$ cat src/rtl/lut_func_pkg.sv
// Shared types and constants for the programmable truth-table function unit.
package lut_func_pkg;

  typedef enum logic [1:0] {
    IDLE  = 2'd0,
    LOAD  = 2'd1,
    SWEEP = 2'd2
  } state_t;

  // Minterms 0,2,4,6,7: the classic 3-input textbook primitive.
  localparam logic [7:0] MASK_02467 = 8'hD5;
  // 3-input majority, handy as a bench reload value.
  localparam logic [7:0] MASK_MAJ   = 8'hE8;

  function automatic int tbl_size(input int n_in);
    return 1 << n_in;
  endfunction

endpackage

$ cat src/rtl/lut_cfg_shifter.sv
// Serial mask loader: collects bits into a shadow register and swaps the
// whole table into the live mask in one edge, so evaluation never sees a partial mask.
module lut_cfg_shifter
  import lut_func_pkg::*;
#(
  parameter int                     N_IN      = 3,
  parameter logic [(1<<N_IN)-1:0]   INIT_MASK = (1<<N_IN)'(MASK_02467)
) (
  input  logic                       clk,
  input  logic                       rst,
  input  logic                       start,
  input  logic                       active,
  input  logic                       cfg_valid,
  input  logic                       cfg_bit,
  input  logic                       cfg_abort,
  output logic                       commit,
  output logic [(1<<N_IN)-1:0]       mask,
  output logic                       cfg_done
);

  localparam int              TBL  = tbl_size(N_IN);
  localparam logic [N_IN:0]   LAST = (N_IN+1)'(TBL - 1);

  logic [TBL-1:0] shadow, shadow_nxt;
  logic [N_IN:0]  count;
  logic           take;

  assign take   = active && cfg_valid && !cfg_abort;
  assign commit = take && (count == LAST);

  // Final bit is merged combinationally so the commit edge loads the full table.
  always_comb begin
    shadow_nxt = shadow;
    shadow_nxt[count[N_IN-1:0]] = cfg_bit;
  end

  always_ff @(posedge clk or posedge rst) begin
    if (rst) begin
      shadow   <= '0;
      count    <= '0;
      mask     <= INIT_MASK;
      cfg_done <= 1'b0;
    end else begin
      cfg_done <= commit;
      if (start || (active && cfg_abort) || commit) begin
        shadow <= '0;
        count  <= '0;
      end else if (take) begin
        shadow <= shadow_nxt;
        count  <= count + (N_IN+1)'(1);
      end
      if (commit)
        mask <= shadow_nxt;
    end
  end

endmodule

$ cat src/rtl/lut_func_engine.sv
// Registered N-input truth-table function unit with valid/ready evaluate path,
// serial mask reload and a self-test sweep that streams (index, f) pairs.
module lut_func_engine
  import lut_func_pkg::*;
#(
  parameter int                     N_IN      = 3,
  parameter logic [(1<<N_IN)-1:0]   INIT_MASK = (1<<N_IN)'(MASK_02467)
) (
  input  logic            clk,
  input  logic            rst,
  input  logic            in_valid,
  input  logic [N_IN-1:0] in_data,
  output logic            in_ready,
  output logic            out_valid,
  output logic            out_f,
  output logic [N_IN-1:0] out_idx,
  input  logic            out_ready,
  input  logic            cfg_start,
  input  logic            cfg_valid,
  input  logic            cfg_bit,
  input  logic            cfg_abort,
  output logic            cfg_done,
  input  logic            sweep_start,
  output logic            sweep_done
);

  localparam int TBL = tbl_size(N_IN);

  state_t          state, state_nxt;
  logic [TBL-1:0]  mask;
  logic [N_IN:0]   sweep_cnt;
  logic            slot_free, start_cfg, start_sweep;
  logic            eval_take, sweep_emit, commit;

  assign slot_free   = !out_valid || out_ready;
  assign start_cfg   = (state == IDLE) && cfg_start;
  assign start_sweep = (state == IDLE) && !cfg_start && sweep_start;
  // Ready already folds in start priority, so in_valid & in_ready means accepted.
  assign in_ready    = (state == IDLE) && slot_free && !cfg_start && !sweep_start;
  assign eval_take   = in_valid && in_ready;
  // The MSB of the counter marks "all entries issued"; only the drain remains.
  assign sweep_emit  = (state == SWEEP) && slot_free && !sweep_cnt[N_IN];
  assign sweep_done  = (state == SWEEP) && sweep_cnt[N_IN] && out_valid && out_ready;

  lut_cfg_shifter #(
    .N_IN      (N_IN),
    .INIT_MASK (INIT_MASK)
  ) u_cfg (
    .clk       (clk),
    .rst       (rst),
    .start     (start_cfg),
    .active    (state == LOAD),
    .cfg_valid (cfg_valid),
    .cfg_bit   (cfg_bit),
    .cfg_abort (cfg_abort),
    .commit    (commit),
    .mask      (mask),
    .cfg_done  (cfg_done)
  );

  always_comb begin
    state_nxt = state;
    case (state)
      IDLE: begin
        if (start_cfg)        state_nxt = LOAD;
        else if (start_sweep) state_nxt = SWEEP;
      end
      LOAD:    if (cfg_abort || commit) state_nxt = IDLE;
      SWEEP:   if (sweep_done)          state_nxt = IDLE;
      default: state_nxt = IDLE;
    endcase
  end

  always_ff @(posedge clk or posedge rst) begin
    if (rst) state <= IDLE;
    else     state <= state_nxt;
  end

  always_ff @(posedge clk or posedge rst) begin
    if (rst)
      sweep_cnt <= '0;
    else if (start_sweep)
      sweep_cnt <= '0;
    else if (sweep_emit)
      sweep_cnt <= sweep_cnt + (N_IN+1)'(1);
  end

  // Output slot: holds until consumed; a refill in the same cycle as a drain is allowed.
  always_ff @(posedge clk or posedge rst) begin
    if (rst) begin
      out_valid <= 1'b0;
      out_f     <= 1'b0;
      out_idx   <= '0;
    end else if (eval_take) begin
      out_valid <= 1'b1;
      out_f     <= mask[in_data];
      out_idx   <= in_data;
    end else if (sweep_emit) begin
      out_valid <= 1'b1;
      out_f     <= mask[sweep_cnt[N_IN-1:0]];
      out_idx   <= sweep_cnt[N_IN-1:0];
    end else if (out_ready) begin
      out_valid <= 1'b0;
    end
  end

endmodule

$ cat config.mk
export PLATFORM = sky130hd
export DESIGN_NAME = lut_func_engine
export DESIGN_NICKNAME = d
export VERILOG_FILES = /design/src/rtl/lut_func_pkg.sv /design/src/rtl/lut_cfg_shifter.sv /design/src/rtl/lut_func_engine.sv
export SDC_FILE = /design/constraint.sdc
export NUM_CORES = 1
export LEC_CHECK = 0
export ABC_AREA = 1
export CORE_UTILIZATION = 35
export DETAILED_ROUTE_END_ITERATION = 8
export HOLD_SLACK_MARGIN = 0.12
export SYNTH_ARGS = -nofsm -noshare
export SYNTH_HDL_FRONTEND = slang
export SYNTH_SLANG_ARGS = --single-unit
export TNS_END_PERCENT = 100
$ cat constraint.sdc
create_clock -name clk -period 2.3 [get_ports clk]
set_clock_uncertainty 0.15 [all_clocks]
set_input_delay 0.46 -clock clk [delete_from_list [all_inputs] [get_ports clk]]
set_output_delay 0.46 -clock clk [all_outputs]
set_load 0.01 [all_outputs]
==> flow_summary_export.csv <==
group,metric,value,unit
clocking,h-tree-depth,2,
clocking,clk_latency,280,ps
detailed_routing,postRouteAntennaNets,0,
yosys,synthDistinctLibCells,24,
clocking,numCtsBuffers,5,
pwr,pwr_density_cell,1094,nW/um2
clocking,cts.reportedPaths.clkPinSlew,70,ps
placement,dpl.hpwl,2707,um
cells_and_area,drive_above_1_share,11.33,%
sta,period_minus_slack,2127,ps
global_routing,grt_start_max_net_pins,33,
cells_and_area,fillers,515,
sta,finalWorstSetupSlack,172.9,ps
worst_setup_path,reg2reg_setup_slack,650,ps
cells_and_area,ff_latch_area,807.0,um2
detailed_routing,num_vias,1521,
die,rows,25,
die,core-area,4755,um2
clocking,cts.root.buffer_cell,"clkbuf_8",
cells_and_area,antenna_cells,0,
placement,numPortBuffers,19,
worst_setup_path,cp.arrival,1520,ps
yosys,synth_common_cells,"nand2_1 (61), nand3_1 (45), inv_1 (29), dfrtp_1 (27), o21ai_0 (23)",
worst_setup_path,r2r-end,"u_cfg.count[0]",
worst_setup_path,path_class,"in -> out",
die,die_w,72.47,um
sta,final_max_slew_viol_count,0,
yosys,syn_area,1738,um2
sta,tightest_slew,408.8,ps
cells_and_area,syn_to_final_growth,23.33,%
die,die_y,72.47,um
worst_setup_path,setup.worst_path.start,"cfg_start",
sta,max_freq,470.1,MHz
global_routing,grt-ovfl-total,0,
worst_setup_path,r2r_cells,7,
sta,rsz0062_at_grt,"false",
detailed_routing,drt_pass1_iterations,4,
flow_run,cap_violations,0,
clocking,clock_path_buffers,2,
yosys,ys_top_cells_by_area,"dfrtp_1 (39%), nand2_1 (13%), nand3_1 (13%), dfstp_2 (7.6%), o21ai_0 (6.6%)",
yosys,avgSynthCellArea,7.759,um2
yosys,synth_edf_count,0,
worst_setup_path,slowest_delay,420,ps
global_routing,antenna_found_initial,0,
worst_setup_path,slowest_stage,"clkdlybuf4s50_1",
yosys,seq_area_frac_synth,46.44,%
hold_path,hold_class,"reg -> reg",
worst_setup_path,crit_end,"in_ready",
yosys,synth_ff_type,"dfrtp_1",
cells_and_area,nets,269,
placement,gp_congestion,0.7494,
yosys,synth.most_common_cell,"nand2_1",
worst_setup_path,worst-path-stages,5,
worst_setup_path,critical_path_buf_inv_count,3,
worst_setup_path,critPathTopFamily,"buffers and inverters",
placement,place_ws,-105.1,ps
cells_and_area,multi_input_area,787.0,um2
pwr,ir_worst_vdd,302.9,uV
sta,whs,328.7,ps
global_routing,grt_pass1_wl,6582,um
die,initial_core_util,36.55,%
worst_setup_path,reg2reg_from,"u_cfg.count[0]",
clocking,cts_tree,"yes",
yosys,async_flop_share,100.0,%
worst_setup_path,cp_data_required_time,1690,ps
yosys,syn_inst,224,
worst_setup_path,critPathMaxFanout,2,
sta,hold_viol,0,
worst_setup_path,path_cells,"clkdlybuf4s50_1 > inv_1 > nand3_1 > nor2_1 > dlygate4sd2_1",
yosys,ys_warn_count,0,
yosys,synthDominantCellAreaShare,38.88,%
detailed_routing,wirelength,3667,um
die,io_pins,20,
pwr,p_leak,0.001056,uW
detailed_routing,route.detailed.drc,0,
worst_setup_path,crit_path_end_kind,"output port",
sta,period_share,92.48,%
yosys,ys_ff_latch,32,
die,die_area,5251,um2
detailed_routing,vias_per_cell,4.709,
outcome,status,"finished, final reports clean",
clocking,postCtsHoldBufs,0,
clocking,cts_sinks,32,
detailed_routing,wl_per_cell,11.35,um
global_routing,track_usage,16.20,%
global_routing,first_global_vias,1484,
yosys,synth_top_area_cell,"dfrtp_1",
worst_setup_path,startpoint_type,"input pin",
yosys,synth_fp_nets,238,
sta,relSlewSlack,72.75,%
detailed_routing,first_iter_violations,78,
sta,finalSetupViolCount,0,
[cells by family after synthesis]
group / synth area share, %
AND/OR/NAND/NOR: 34.20
buffers and inverters: 8.279
flip-flops: 46.44
AO/OA/AOI/OAI: 8.639
XOR/XNOR: 1.008
adder cells (fa/ha/maj): 1.440
[worst min-delay path by stage]
stage / start / end / cells past startpoint
after CTS: out_f / out_f / 2
after floorplan: u_cfg.shadow[0] / u_cfg.shadow[0] / 2
final: out_f / out_f / 2
after global routing: out_f / out_f / 2
after detailed placement: out_f / out_f / 2
after global placement: out_f / out_f / 2
[tightest hold or removal path: stages, from the launching register on]
cell and delay, ps:
dfrtp_1 340, nand2_1 50, nand2_1 60
[report_power, final]
group | total (uW) | internal (uW) | switching, uW | leakage [uW]
sequential | 925 | 773 | 152 | 0.000397
combinational | 978 | 402 | 576 | 0.000613
clock | 441 | 244 | 198 | 0.0000455
total | 2340 | 1420 | 926 | 0.00106
[layout make-up]
class / instances / share of cell area [%]
tap: 67 / 3.911
inverter: 30 / 5.254
timing repair buffer: 29 / 12.26
clock buffer: 8 / 4.203
multi-input combinational: 157 / 36.72
sequential: 32 / 37.65
[flip-flops by register name (all words and copies together) (netlist names)]
signal / cells
out_idx: 3
u_cfg.mask: 8
u_cfg.count: 4
out_valid: 1
out_f: 1
u_cfg.shadow: 8
sweep_cnt: 4
u_cfg.cfg_done: 1
state: 2
[per-stage QoR]
| stage | TNS, ps | cell area [um2] | instances | power [uW] | util [%] |
|---|---|---|---|---|---|
| final | 0 | 2143 | 323 | 2344 | 45.08 |
| after global routing | 0 | 2143 | 323 | 2569 | 45.08 |
| after CTS | 0 | 2143 | 323 | 2373 | 45.08 |
| after detailed placement | -146.6 | 2056 | 315 | 1921 | 43.24 |
| after global placement | -133.8 | 2056 | 315 | 1905 | 43.24 |
| after floorplan | 0 | 1738 | 224 | 1595 | - |
[routing by layer]
layer | global-route usage (%) | wire length, um
met3 | 3.333 | 109
met5 | 0 | 0
met4 | 5.882 | 64
met1 | 21.98 | 1799
met2 | 25.55 | 1693
[layout by cell type, fill, tap and decap left out, drive strengths merged]
master / Yosys / layout
nand2: 62 / 62
nand3: 46 / 46
inv: 30 / 30
dfrtp: 27 / 27
o21ai: 25 / 25
clkdlybuf4s50: 0 / 17
nor2: 11 / 11
buf: 5 / 10
clkbuf: 0 / 8
dfstp: 5 / 5
a21oi: 2 / 2
xor2: 2 / 2
o211ai: 2 / 2
nand3b: 2 / 2
ha: 2 / 2
dlygate4sd2: 0 / 2
nor3: 2 / 2
nand4: 1 / 1
[what timing repair did]
| item | 4_1_cts | 5_1_grt |
|---|---|---|
| gates resized for setup | 2 | 0 |
| hold endpoints to repair | 0 | 0 |
| endpoints found under the setup margin | 2 | 0 |
| setup buffers | 0 | 0 |
Note: power is estimated with default switching activity, not from simulation.
